**src/rtl/shift_array_controller.sv**
```systemverilog
// Controller for an external DEPTH-stage shift register array: tracks which stages hold real words.
// Latency: a word reaches out_data after exactly DEPTH shifts, including the shift that accepts it.
// Backpressure: a stalled output (out_valid=1, out_ready=0) freezes all shifting and drops in_ready.
//
// Ports:
//   clk, reset            single clock, asynchronous active-low reset
//   in_data/valid/ready   upstream valid-ready interface
//   flush                 single-cycle request to drain every held word
//   sr_in/enable/out      connection to the shift register array (in, enable, oldest stage)
//   out_data/valid/ready  downstream valid-ready interface
//   occupancy             count of real words currently held in the array
//   flush_done            high for the cycle in which a drain finishes and the FSM returns to RUN

module shift_array_controller #(
  parameter  int BIT_WIDTH = 8,
  parameter  int DEPTH     = 8,
  localparam int OCC_W     = $clog2(DEPTH + 1)
) (
  input  logic                 clk,
  input  logic                 reset,
  input  logic [BIT_WIDTH-1:0] in_data,
  input  logic                 in_valid,
  output logic                 in_ready,
  input  logic                 flush,
  output logic [BIT_WIDTH-1:0] sr_in,
  output logic                 sr_enable,
  input  logic [BIT_WIDTH-1:0] sr_out,
  output logic [BIT_WIDTH-1:0] out_data,
  output logic                 out_valid,
  input  logic                 out_ready,
  output logic [OCC_W-1:0]     occupancy,
  output logic                 flush_done
);

  localparam logic [OCC_W-1:0] OCC_FULL = OCC_W'(DEPTH);
  localparam logic [OCC_W-1:0] OCC_ONE  = OCC_W'(1);

  typedef enum logic [0:0] {
    ST_RUN   = 1'b0,
    ST_FLUSH = 1'b1
  } state_t;

  state_t             state;
  state_t             state_nxt;

  // One valid tag per array stage; tags[DEPTH-1] describes sr_out.
  logic [DEPTH-1:0]   tags;
  logic [OCC_W-1:0]   occ;

  logic               in_fire;
  logic               out_fire;
  logic               occ_empty;
  logic               bubble;
  logic               shift;

  // ------------------------------------------------------------------
  // Datapath-side combinational signals
  // ------------------------------------------------------------------
  assign occ_empty = (occ == '0);
  assign out_valid = tags[DEPTH-1];
  assign out_data  = out_valid ? sr_out : '0;
  assign occupancy = occ;

  assign in_fire   = in_valid & in_ready;
  assign out_fire  = out_valid & out_ready;

  // While draining, an empty output stage lets us push a bubble in to
  // advance the held words without waiting for new input.
  assign bubble    = (state == ST_FLUSH) & ~occ_empty & ~out_valid;

  assign shift     = in_fire | out_fire | bubble;
  assign sr_enable = shift;
  assign sr_in     = in_fire ? in_data : '0;

  // ------------------------------------------------------------------
  // FSM: state register
  // ------------------------------------------------------------------
  always_ff @(posedge clk or negedge reset) begin
    if (!reset) begin
      state <= ST_RUN;
    end else begin
      state <= state_nxt;
    end
  end

  // ------------------------------------------------------------------
  // FSM: next-state logic
  // ------------------------------------------------------------------
  always_comb begin
    state_nxt = state;
    case (state)
      ST_RUN: begin
        if (flush) begin
          state_nxt = ST_FLUSH;
        end
      end
      ST_FLUSH: begin
        // A further flush request here is deliberately ignored.
        if (occ_empty) begin
          state_nxt = ST_RUN;
        end
      end
      default: state_nxt = ST_RUN;
    endcase
  end

  // ------------------------------------------------------------------
  // FSM: output logic
  // ------------------------------------------------------------------
  always_comb begin
    in_ready   = 1'b0;
    flush_done = 1'b0;
    case (state)
      ST_RUN: begin
        // Accepting a word shifts the whole array, so the oldest stage
        // must be either empty or leaving this cycle.
        in_ready = ~out_valid | out_ready;
      end
      ST_FLUSH: begin
        flush_done = occ_empty;
      end
      default: begin
        in_ready   = 1'b0;
        flush_done = 1'b0;
      end
    endcase
  end

  // ------------------------------------------------------------------
  // Valid-tag shift register, moves in lock-step with the array
  // ------------------------------------------------------------------
  always_ff @(posedge clk or negedge reset) begin
    if (!reset) begin
      tags <= '0;
    end else if (shift) begin
      tags <= {tags[DEPTH-2:0], in_fire};
    end
  end

  // ------------------------------------------------------------------
  // Occupancy counter
  // ------------------------------------------------------------------
  // Accepting into a full array always coincides with an output pop, so
  // the guards below never actually clip; they only keep the range hard.
  always_ff @(posedge clk or negedge reset) begin
    if (!reset) begin
      occ <= '0;
    end else if (in_fire && !out_fire && (occ != OCC_FULL)) begin
      occ <= occ + OCC_ONE;
    end else if (out_fire && !in_fire && !occ_empty) begin
      occ <= occ - OCC_ONE;
    end
  end

  // ------------------------------------------------------------------
  // Consistency properties
  // ------------------------------------------------------------------
  a_occ_matches_tags : assert property (
    @(posedge clk) disable iff (!reset) int'(occ) == $countones(tags)
  );

  a_occ_in_range : assert property (
    @(posedge clk) disable iff (!reset) occ <= OCC_FULL
  );

  a_no_accept_in_flush : assert property (
    @(posedge clk) disable iff (!reset) (state == ST_FLUSH) |-> !in_ready
  );

endmodule

```
**config.mk**
```make
export PLATFORM = sky130hd
export DESIGN_NAME = shift_array_controller
export DESIGN_NICKNAME = d
export VERILOG_FILES = /design/src/rtl/shift_array_controller.sv
export SDC_FILE = /design/constraint.sdc
export NUM_CORES = 1
export LEC_CHECK = 0
export CAP_MARGIN = 20
export CORE_MARGIN = 1.5
export CORE_UTILIZATION = 40
export DETAILED_ROUTE_END_ITERATION = 7
export PLACE_DENSITY_LB_ADDON = 0.3
export SLEW_MARGIN = 20
export SYNTH_ARGS = -nofsm -noshare
export SYNTH_HDL_FRONTEND = slang
export SYNTH_SLANG_ARGS = --single-unit
```
**constraint.sdc**
```tcl
create_clock -name clk -period 3.2 [get_ports clk]
set_clock_uncertainty 0.05 [all_clocks]
set_input_delay 0.32 -clock clk [delete_from_list [all_inputs] [get_ports clk]]
set_output_delay 0.32 -clock clk [all_outputs]
set_load 0.05 [all_outputs]
```
==> metrics.txt <==
run status=finished, final reports clean; tightest slew margin relative to the limit=0.5958; number of gates resized after CTS=0; routed wirelength normalized by instance count=14.11 um; area of the placeable core=2233 um2; source-to-sink clock delay at the later pin of the worst-skew pair=0.29 ns; Crit. End Element=output port; launching point of the worst reg2reg path=occupancy[1]$_DFFE_PN0P_; ratio of cells with drive above 1 in the final layout=0.08000; DP Wirelength=1870 um; DRT antenna net count=0; starting DRC count in detailed routing=20; Setup violations, final=0; first-pass detailed-route iteration total=4; critical path startpoint category=register; Setup Crit Path Kind=register to output port; horizontal extent of the die=51.98 um; global-route wire length before repair=3808 um; worst slack at placement=0.4233 ns; minimum clock period=2.981 ns; GR Layer Usage met3=0.04598; number of setup buffers added after CTS=0; die height=51.98 um; maximum number of pins on one net before global-route repair=17; count of nets after finishing=175; final wirelength=2511 um; Synthesis Warnings=0; required time at the worst-slack endpoint=2.83 ns; Placer Congestion=0.8379; number of buffers inserted during clock tree synthesis=3; static leakage=0.5601 nW; clock-pin slew of the registers on the worst-case setup and hold paths=0.08 ns; number of global-route vias before repair=842; Worst EP arrival=2.61 ns; RSZ-0062 raised after global routing=no; setup TNS=0 ns; synthesized area divided by synthesized cell count=8.969 um2; layer with the highest usage after global routing=met2; relative contribution of the clock network to total power=0.085; level count of the clock H-tree=1; largest voltage drop on the vdd net=0.6526 mV; count of buffers inserted at the top-level ports=44; met2 global-route usage=0.3017; Post-route DRC=0; Post-CTS Hold Buffers=0; post-synth net total=131; Post-Layout Cell Count=178; area added between synthesis and finish=49.93%; slew at the pin closest to its max-slew limit=0.6044 ns; register bit count reported by yosys=13; switching share of power=0.5207; clock tree from TritonCTS=done; Period Utilization, post-route=0.9314; pwr dens=888.0 nW/um2; CTS max path bufs=2; number of max-capacitance violations reported=0; final number of hold-violating endpoints=0; setup slack of the most critical reg-to-reg path=0.45 ns; endpoint of the lowest-slack register-to-register path=occupancy[3]$_DFFE_PN0P_; overall power after layout=1.278 mW; portion of total power attributed to sequential cells=0.251; Die ar.=2702 um2; post-placement cell count=174; initial core utilization=0.4297; maximum clock rate=335.5 MHz; Boundary Pins=45; Cell Area, Synth=959.7 um2; Inserted Diodes=0; global-route congestion overflow total=0; max-slew violation count=0; clock root buffer=clkbuf_4; critical-path maximum fanout=10; R2R cell count=6; Hold Crit Class=primary input to asynchronous set/reset pin; total routing usage reported by global routing=0.1888; switching power summed over all nets=0.6653 mW; Core Rows=17; via count=967; Power Internal=0.6125 mW; Distinct cells, synth=37; number of antenna violations at the first check in global routing=0; combinational share of power=0.665; met1 capacity usage during global routing=0.2473; post-synthesis cell count=107; number of clock sinks seen by CTS=13; Final WS setup=0.2194 ns; sequential area share after synthesis=0.3390; drt via density=5.433
state kept, by name, summed over array words and instances (netlist names):
name	cells
state	1
tags	8
occupancy	4
area by class of cell:
class	count	area, um2
Fill cell	190	794.5
Multi-Input combinational cell	84	589.3
Timing Repair Buffer	45	447.9
Sequential cell	13	325.3
Tap cell	28	35.03
Clock buffer	4	26.28
Inverter	4	15.01
layer usage:
| layer | vias up | routed length [um] |
|---|---|---|
| met5 | - | 0 |
| met4 | 0 | 36 |
| met3 | 5 | 247 |
| met2 | 49 | 1063 |
| met1 | 439 | 1164 |
| li1 | 474 | - |
synthesized netlist by cell type (all sizes together):
cell type | n | area share
o211a | 1 | 0.018
o21a | 1 | 0.0078
or3 | 1 | 0.0078
and3 | 1 | 0.0065
xor2 | 1 | 0.0091
nor4 | 1 | 0.0065
nand2 | 18 | 0.070
a21oi | 1 | 0.0052
dfrtp | 13 | 0.34
nor3b | 1 | 0.0078
or4 | 1 | 0.012
ha | 2 | 0.026
a22o | 1 | 0.0091
a31oi | 2 | 0.013
nand2b | 2 | 0.013
fa | 1 | 0.021
mux4 | 1 | 0.023
a311oi | 2 | 0.018
and2 | 17 | 0.11
xnor2 | 2 | 0.018
clkbuf | 5 | 0.020
o2111ai | 6 | 0.055
or4b | 1 | 0.010
a32o | 1 | 0.010
a32oi | 1 | 0.0091
inv | 4 | 0.016
o211ai | 6 | 0.047
o21ai | 1 | 0.0052
nor2 | 3 | 0.012
nor2b | 1 | 0.0065
buf | 1 | 0.012
a211oi | 2 | 0.016
a21o | 2 | 0.017
or2 | 2 | 0.013
a31o | 1 | 0.0091
critical path: stages (launching register included):
cell and delay [ns]:
dfrtp_1 0.48, or4_4 0.65, o211a_4 0.29, or2_1 0.21, clkdlybuf4s50_1 0.70
layout by cell type (no fill, tap or decap), types with 2 or more instances in the layout:
cell	count
a311oi_1	2
nand2_1	18
o211ai_1	6
and2_1	17
ha_1	2
nor2_1	3
dfrtp_1	13
inv_1	4
a31oi_1	2
clkdlybuf4s50_1	44
a211oi_1	2
o2111ai_1	6
xnor2_1	2
clkbuf_4	3
nand2b_1	2
worst max-delay path by stage:
stage,from,to,slack [ns],depth (start not counted)
2_1_floorplan,occupancy[1]$_DFFE_PN0P_,occupancy[3]$_DFFE_PN0P_,0.38,6
3_3_place_gp,in_valid,sr_in[4],0.48,5
3_5_place_dp,in_valid,sr_in[7],0.42,5
4_1_cts,occupancy[1]$_DFFE_PN0P_,sr_enable,0.22,4
5_1_grt,occupancy[0]$_DFFE_PN0P_,sr_enable,0.17,4
6_report,occupancy[1]$_DFFE_PN0P_,sr_enable,0.22,4
per-stage QoR:
step | hold WS (ns) | cell area (um2) | utilization
6_report | 0.3550 | 1439 | 0.6443
5_1_grt | 0.4054 | 1439 | 0.6443
4_1_cts | 0.3824 | 1439 | 0.6443
3_5_place_dp | 0.4682 | 1413 | 0.6325
3_3_place_gp | 0.4581 | 1413 | 0.6325
2_1_floorplan | -0.02559 | 959.7 | -
power groups by stage:
stage / clock, mW / sequential, mW / combinational (mW)
2_1_floorplan: 0 / 0.402 / 0.516
3_3_place_gp: 0 / 0.317 / 0.831
3_5_place_dp: 0 / 0.321 / 0.844
4_1_cts: 0.107 / 0.318 / 0.850
5_1_grt: 0.114 / 0.336 / 0.903
6_report: 0.108 / 0.320 / 0.849
cells by family (layout without fill, tap and decap cells):
group	Yosys count	in the layout	synth area share
AOI/OAI and AO/OA	28	28	0.2399
xor gates and xnor gates	3	3	0.02738
adders and majority gates	3	3	0.04693
DFF	13	13	0.3390
buffers and inverters	10	53	0.04693
muxes	1	1	0.02347
and+or+nand+nor	49	49	0.2764
(Power assumes the default switching activity.)
